$ cat src/rtl/cpu_stack.sv
// -----------------------------------------------------------------------------
// cpu_stack -- parametrised LIFO for the cpu_execute parameter/return stacks.
//
// The pointer moves by a signed step (hold / +1 / -1) and an optional write
// lands at the post-move pointer, so push, pop and replace-TOS each take one
// cycle. The top entry is read combinationally from mem[sp]. A write appears
// on top in the cycle after the edge that performed it.
//
// Optional feature macro: CPU_STACK_GUARD_EN
//   defined   : a push while full or a pop while empty is blocked and sets a
//               sticky overflow/underflow flag. clr_err clears the flags.
//   undefined : sp wraps freely (circular stack), writes always happen,
//               count saturates, and the flags are tied to 0.
//
// Ports
//   clk        in   1        rising-edge clock
//   reset_n    in   1        asynchronous active-low reset
//   delta      in   2        SP step: 00/10 hold, 01 +1 (push), 11 -1 (pop)
//   we         in   1        write wdata to mem[SP_next] at the edge
//   wdata      in   WIDTH    write data
//   clr_err    in   1        synchronous clear of overflow/underflow
//   top        out  WIDTH    mem[sp], combinational
//   sp         out  PTR_W    current stack pointer
//   count      out  PTR_W+1  occupancy, 0..DEPTH
//   empty      out  1        count == 0
//   full       out  1        count == DEPTH
//   overflow   out  1        sticky: push attempted while full
//   underflow  out  1        sticky: pop attempted while empty
// -----------------------------------------------------------------------------
module cpu_stack #(
  parameter int WIDTH = 16,
  parameter int DEPTH = 16,  // power of two, >= 2
  parameter int PTR_W = $clog2(DEPTH)  // derived; do not override
) (
  input  logic             clk,
  input  logic             reset_n,
  input  logic [1:0]       delta,
  input  logic             we,
  input  logic [WIDTH-1:0] wdata,
  input  logic             clr_err,
  output logic [WIDTH-1:0] top,
  output logic [PTR_W-1:0] sp,
  output logic [PTR_W:0]   count,
  output logic             empty,
  output logic             full,
  output logic             overflow,
  output logic             underflow
);

  typedef enum logic [1:0] {
    D_HOLD  = 2'b00,
    D_PUSH  = 2'b01,
    D_HOLD2 = 2'b10,
    D_POP   = 2'b11
  } delta_e;

  localparam logic [PTR_W:0] DEPTH_C = (PTR_W + 1)'(DEPTH);

  logic [WIDTH-1:0] mem_q [DEPTH];
  logic [PTR_W-1:0] sp_q, sp_d, sp_step;
  logic [PTR_W:0]   count_q, count_d;
  logic             ovf_q, ovf_d, unf_q, unf_d;
  logic             push, pop, is_empty, is_full;
  logic             block_push, block_pop, wr_en;
  delta_e           op;

  assign op       = delta_e'(delta);
  assign push     = (op == D_PUSH);
  assign pop      = (op == D_POP);
  assign is_empty = (count_q == '0);
  assign is_full  = (count_q == DEPTH_C);

  // NOTE: every always_comb output gets a default first so no path leaves
  // a signal unassigned, which would infer a latch.
  always_comb begin
    sp_step = sp_q;
    unique case (op)
      D_PUSH:  sp_step = sp_q + PTR_W'(1);
      D_POP:   sp_step = sp_q - PTR_W'(1);
      default: sp_step = sp_q;  // 00 and 10 both hold
    endcase
  end

`ifdef CPU_STACK_GUARD_EN
  assign block_push = push & is_full;
  assign block_pop  = pop & is_empty;

  always_comb begin
    // A new error in the same cycle as clr_err wins, so the flag stays set.
    ovf_d = (ovf_q & ~clr_err) | block_push;
    unf_d = (unf_q & ~clr_err) | block_pop;
  end
`else
  logic unused_clr_err;

  assign unused_clr_err = clr_err;
  assign block_push     = 1'b0;
  assign block_pop      = 1'b0;
  assign ovf_d          = 1'b0;
  assign unf_d          = 1'b0;
`endif

  always_comb begin
    sp_d    = sp_q;
    count_d = count_q;
    wr_en   = we & ~block_push;
    if (!(block_push || block_pop)) begin
      sp_d = sp_step;
    end
    if (push && !is_full) begin
      count_d = count_q + (PTR_W + 1)'(1);
    end else if (pop && !is_empty) begin
      count_d = count_q - (PTR_W + 1)'(1);
    end
  end

  // NOTE: sequential state uses non-blocking assignments so every register
  // samples the pre-edge values regardless of statement order.
  always_ff @(posedge clk or negedge reset_n) begin
    if (!reset_n) begin
      sp_q    <= '0;
      count_q <= '0;
      ovf_q   <= 1'b0;
      unf_q   <= 1'b0;
    end else begin
      sp_q    <= sp_d;
      count_q <= count_d;
      ovf_q   <= ovf_d;
      unf_q   <= unf_d;
    end
  end

  // NOTE: the storage array has no reset so it maps onto plain RAM/flops
  // without a reset tree. Gating on reset_n aborts a write whose edge
  // arrives while reset is held.
  always_ff @(posedge clk) begin
    if (reset_n && wr_en) begin
      mem_q[sp_d] <= wdata;
    end
  end

  assign top       = mem_q[sp_q];
  assign sp        = sp_q;
  assign count     = count_q;
  assign empty     = is_empty;
  assign full      = is_full;
  assign overflow  = ovf_q;
  assign underflow = unf_q;

endmodule

$ cat config.mk
export PLATFORM = sky130hd
export DESIGN_NAME = cpu_stack
export DESIGN_NICKNAME = d
export VERILOG_FILES = /design/src/rtl/cpu_stack.sv
export SDC_FILE = /design/constraint.sdc
export NUM_CORES = 1
export LEC_CHECK = 0
export CAP_MARGIN = 20
export CORE_MARGIN = 5
export CORE_UTILIZATION = 39
export DETAILED_ROUTE_END_ITERATION = 8
export HOLD_SLACK_MARGIN = 0.12
export PLACE_DENSITY = 0.54
export REMOVE_ABC_BUFFERS = 1
export SYNTH_ARGS = -nofsm -noshare
export SYNTH_HDL_FRONTEND = slang
export SYNTH_SLANG_ARGS = --single-unit
$ cat constraint.sdc
create_clock -name clk -period 6.44 [get_ports clk]
set_input_delay 1.288 -clock clk [delete_from_list [all_inputs] [get_ports clk]]
set_output_delay 1.288 -clock clk [all_outputs]
set_load 0.05 [all_outputs]
==> results.ini, run 1 <==
[global_route]
antenna_found_initial = 1
grt_overflow = 0
grt_pass1_vias = 5443
grt_max_degree = 45
grt_pass1_wl_um = 34100
grt.total_usage = 0.148

[sta]
setup-violations-final = 0
tightestPinTransition_ns = 1.05
final.setup.worst_slack_ns = 1.56
rsz0062_at_grt = no
fin_tns_setup_ns = 0
skew_ns = 0.0244
relSlewSlack = 0.297
maxSlewViolCount = 0
period_share = 0.757
holdWs_ns = 0.622
hold_viol = 0
timing.fmax_ghz = 0.205
period_needed_ns = 4.88

[power_and_ir_drop]
power_frac_comb = 0.366
peakVddDrop_v = 0.000331
leakagePower_nw = 3.90
p_sw_mw = 2.09
internal-power_mw = 3.75
power_density_nw_per_um2 = 474
total_power_mw = 5.84
clkPwrFrac = 0.254
seq_power_share = 0.380
swShare = 0.357

[layout]
finalNonFillerCells = 913
num_antenna_cells = 0
fin_area_sq_um = 12300
fin_util = 0.460
n_fill_cell = 2202
area_delta_synth_final_pct = 16.9
multiInputGateArea_sq_um = 2470
finalNetCount = 577
layout.area.seq_sq_um = 7920
drive_above_1_share = 0.266

[worst_setup_path]
reg2reg_depth = 6
critical_path.cell_chain = nand2b_1 > o22ai_1 > nor2_1 > clkdlybuf4s50_1
crit_type = register to primary output
arrival_ns = 3.59
crit_path_start_kind = register
worstPathRequired_ns = 5.15
slowest_stage = dfrtp_2
cp_max_fo = 36
crit_cells = 4
crit_family = flip-flops
slowest_delay_ns = 1.04
crit_buf_inv = 1
critPathCaptureType = primary output
r2r_slack_ns = 2.35

[placed_design]
port_buffers = 47
dp_hpwl_um = 12200
pre_cts_slack_ns = 1.46
dp_cells = 861
dpl-instance-area_sq_um = 11500
place_congestion = 0.764

[floorplanning]
dieWidth_um = 174
start_util = 0.393
fp.dieH_um = 174
core_sq_um = 26800
row_count = 60
die_area_sq_um = 30400
io_pins = 51

[cts]
post_cts_buffers = 0
cts_tree = built
root_buffer = clkbuf_16
clockBufferDepth = 3
h-tree-depth = 1
ctsResizeCount = 0
holdBufCountCts = 0
clkSinkCount = 265
insertion_delay_ns = 0.54
cts-buffers-inserted = 28
path_clk_slew_ns = 0.06

[synth]
synth_top_area_frac = 0.730
async_flop_share = 0.0340
yosys_warnings = 0
syn_area_sq_um = 10500
yosysMostFrequentCell = edfxtp_1
ys_top_cells_by_area = edfxtp_1, mux4_2, dfrtp_1, o22ai_1, buf_6
synth_common_cells = edfxtp_1, mux4_2, o22ai_1
yosysUniqueCellTypes = 50
synth.largest_area_cell = edfxtp_1
syn-instance-count = 482
synth_area_per_cell_sq_um = 21.9
ys_seq_elements = 265
synth-edff-count = 256
ys_seq_area_frac = 0.751
synth_ff_type = edfxtp_1

[detailed_routing]
routed_wl_um = 22200
drcViolationCount = 0
avgViaCountPerCell = 5.51
drt_iter0_drc = 394
avgRoutedWirePerCell_um = 24.3
postRouteAntennaNets = 0
first_pass_iters = 4
vias = 5031

[worst_hold_path]
hp-class = register to register
hold_depth = 1

[run_status]
status = completed

[flow_run]
drv_cap = 0

==> power groups by stage <==
stage	combinational, mW	sequential (mW)	clock, mW
after floorplan	1.33	2.38	0
after global placement	2.13	2.25	0
after detailed placement	2.16	2.26	0
after CTS	2.17	2.23	1.52
after global routing	2.27	2.25	1.60
final	2.14	2.22	1.49
==> worst paths after layout <==
check,from,end
min in group asynchronous,reset_n,count[0]$_DFFE_PN0P_
worst min-delay path,count[3]$_DFFE_PN0P_,count[3]$_DFFE_PN0P_
worst max register to register,sp[0]$_DFF_PN0_,mem_q[7][12]$_DFFE_PP_
max in group asynchronous,reset_n,sp[2]$_DFF_PN0_
worst min register to register,count[3]$_DFFE_PN0P_,count[3]$_DFFE_PN0P_
worst max-delay path,sp[2]$_DFF_PN0_,top[6]
==> area by class of cell <==
cell class | count | share of cell area
Timing Repair Buffer | 66 | 0.0514
Sequential cell | 265 | 0.643
Inverter | 4 | 0.00122
Clock inverter | 22 | 0.0102
Multi-Input combinational cell | 185 | 0.201
Clock buffer | 30 | 0.0592
Tap cell | 341 | 0.0346
==> layout by cell type, fill, tap and decap left out, types with 2 or more instances in the layout <==
cell and n:
ha_1 4, clkinv_1 11, inv_2 3, nor4b_4 6, and4_1 4, edfxtp_1 256
clkbuf_16 29, xnor2_1 5, mux2_1 2, dfrtp_2 2, buf_4 17, a22oi_1 6
clkinv_2 9, conb_1 2, nand3_1 2, a21oi_1 3, and2_1 2, nor2_1 16
nor4_2 2, o22ai_1 26, o21ai_2 2, nand2_1 7, mux4_2 64, nor2b_1 4
nor4_4 2, and4b_1 2, clkdlybuf4s50_1 47, nand2b_1 2, dfrtp_1 6
==> cells by family (layout without fill, tap and decap cells) <==
family | after synthesis | after routing | share of synthesized area
AOI/OAI and AO/OA | 42 | 42 | 0.0272
xor gates and xnor gates | 8 | 8 | 0.00915
adders and majority gates | 5 | 5 | 0.00665
and+or+nand+nor | 60 | 60 | 0.0431
DFF | 265 | 265 | 0.751
buffers and inverters | 33 | 122 | 0.0209
other | 1 | 2 | 0.000356
muxes | 68 | 68 | 0.141
==> registers in the layout, indices dropped and copies added, names as in the netlist <==
register,cells
mem_q,256
count,5
sp,4
==> metal layers <==
metal  global-route usage  vias up  part of all wire  wire (um)
li1                     -     2162                 -          -
met1                0.214     2694              0.44       9720
met2                0.237      144              0.48      10700
met3               0.0274       29             0.063       1410
met4               0.0313        2             0.015        340
met5                    0        -           0.00054         12
Power figures use the tool's default switching activity.
==> inputs of run 2 (changes only) <==
PLACE_DENSITY = 0.56   (was 0.54)
clock period = 3.9 ns   (was 6.44 ns; I/O delays follow)
==> run 2 against run 1 <==
Effect of this change: final cell count up 2.4%; global-route usage fell by 0.25 points; sequential share of layout area fell by 1.2 points; critical path type unchanged; clock skew decreased by 0.012 ns; first-iteration DRC count is 6.3% lower; utilization up 0.89 points; critical path depth is 1 higher.
==> results.ini, run 2 (synthesis gave the netlist of run 1 again) <==
[worst_setup_path]
critical_path.cell_chain = buf_12 > mux4_2 > o22ai_1 > nor2_1 > clkdlybuf4s50_1
worstPathRequired_ns = 3.12
r2r_start = sp[1]$_DFF_PN0_
slowest_delay_ns = 0.88
crit_path_start_kind = register
arrival_ns = 2.93
reg2reg_to = mem_q[11][12]$_DFFE_PP_
critPathCaptureType = primary output
crit_family = buffers and inverters
crit_start = sp[0]$_DFF_PN0_
r2r_slack_ns = 0.87
crit_buf_inv = 2
crit_cells = 5
cp-endpoint = top[12]
crit_type = register to primary output
reg2reg_depth = 8
slowest_stage = clkdlybuf4s50_1
cp_max_fo = 23

[sta]
fin_tns_setup_ns = 0
hold_viol = 0
skew_ns = 0.0121
maxSlewViolCount = 0
setup-violations-final = 0
relSlewSlack = 0.567
period_needed_ns = 3.71
timing.fmax_ghz = 0.269
rsz0062_at_grt = no
period_share = 0.952
tightestPinTransition_ns = 0.649

[cts]
h-tree-depth = 1
cts-buffers-inserted = 28
root_buffer = clkbuf_16
path_clk_slew_ns = 0.06
clockBufferDepth = 3
cts_tree = built
clkSinkCount = 265
insertion_delay_ns = 0.52

[layout]
fin_util = 0.468
area_delta_synth_final_pct = 19.2
largest_reg_flops = 256
num_antenna_cells = 0
regMostFlops = mem_q
n_fill_cell = 2218
mostFrequentLayoutCells = edfxtp_1, mux4_2, clkdlybuf4s50_1, buf_4, clkbuf_16
final_common_cell = edfxtp_1
drive_above_1_share = 0.295
finalNetCount = 600

[detailed_routing]
routed_wl_um = 21900
drcViolationCount = 0
postRouteAntennaNets = 0
avgRoutedWirePerCell_um = 23.4
vias = 5033
avgViaCountPerCell = 5.38
drt_iter0_drc = 369
first_pass_iters = 5

[floorplanning]
start_util = 0.393
io_pins = 51
fp.dieH_um = 174
dieWidth_um = 174
core_sq_um = 26800
row_count = 60
die_area_sq_um = 30400

[placed_design]
place_congestion = 0.773
dp_hpwl_um = 13000
port_buffers = 47

[power_and_ir_drop]
power_frac_comb = 0.392
p_sw_mw = 3.46
internal-power_mw = 6.29
power_density_nw_per_um2 = 777
leakagePower_nw = 4.03
seq_power_share = 0.363
swShare = 0.355
clkPwrFrac = 0.245
peakVddDrop_v = 0.000587

[global_route]
grt_pass1_wl_um = 33800
grt_overflow = 0
grt_max_degree = 43
antenna_found_initial = 1
grt_pass1_vias = 5467
grt.total_usage = 0.145

[run_status]
status = completed

[flow_run]
drv_cap = 0

[worst_hold_path]
hp-class = input port to asynchronous set/reset pin

-- run 2: per-layer routing --
metal	routed length (um)	vias to the layer above	global-route usage
li1	-	2211	-
met1	9650	2670	0.198
met2	10900	115	0.247
met3	938	35	0.0233
met4	410	2	0.0350
met5	13	-	0
-- run 2: how the worst min path moves through the flow --
stage	start	end	depth (start not counted)
after floorplan	reset_n	count[0]$_DFFE_PN0P_	0
after global placement	count[2]$_DFFE_PN0P_	count[2]$_DFFE_PN0P_	1
after detailed placement	count[2]$_DFFE_PN0P_	count[2]$_DFFE_PN0P_	1
after CTS	reset_n	count[4]$_DFFE_PN0P_	2
after global routing	reset_n	count[4]$_DFFE_PN0P_	2
final	reset_n	count[4]$_DFFE_PN0P_	2
-- run 2: stage by stage --
stage          instances  hold slack [ns]  instance area, sq um  setup slack (ns)  total power [mW]
3_5_place_dp         880            0.595                 11700             0.281              7.44
2_1_floorplan        454            0.484                 10300             -2.36              6.13
5_1_grt              935            0.556                 12600            0.0687              10.2
4_1_cts              935            0.529                 12600            0.0581              9.88
6_report             935            0.553                 12600             0.185              9.75
3_3_place_gp         880            0.570                 11700             0.322              7.37
-- run 2: worst register-to-register path, stage by stage, from the launching register on --
cell and delay, ns:
dfrtp_2 0.44, buf_12 0.30, xnor2_1 0.18, ha_1 0.22
nor2b_1 0.23, o21ai_4 0.09, xor2_4 0.55, nor4b_4 0.31
buf_4 0.36
-- run 2: power groups by stage --
stage               Combinational [mW]  Clock (mW)  Sequential, mW
floorplan                         2.20           0            3.93
global placement                  3.74           0            3.63
detailed placement                3.79           0            3.65
CTS                               3.90        2.44            3.54
global route                      4.08        2.59            3.56
finish                            3.83        2.39            3.54
-- run 2: final cells by class --
class	instances	area, sq um	share of cell area
timing repair buffer	89	888	0.0708
inverter	4	15.0	0.00120
tap	341	427	0.0340
sequential	265	7920	0.631
multi-input combinational	185	2470	0.197
clock inverter	18	93.8	0.00747
clock buffer	33	741	0.0590
-- run 2: timing repair --
item,4_1_cts,5_1_grt
resized for setup,0,2
endpoints found under the setup margin,11,7
buffers inserted,4,0
hold buffers,0,0
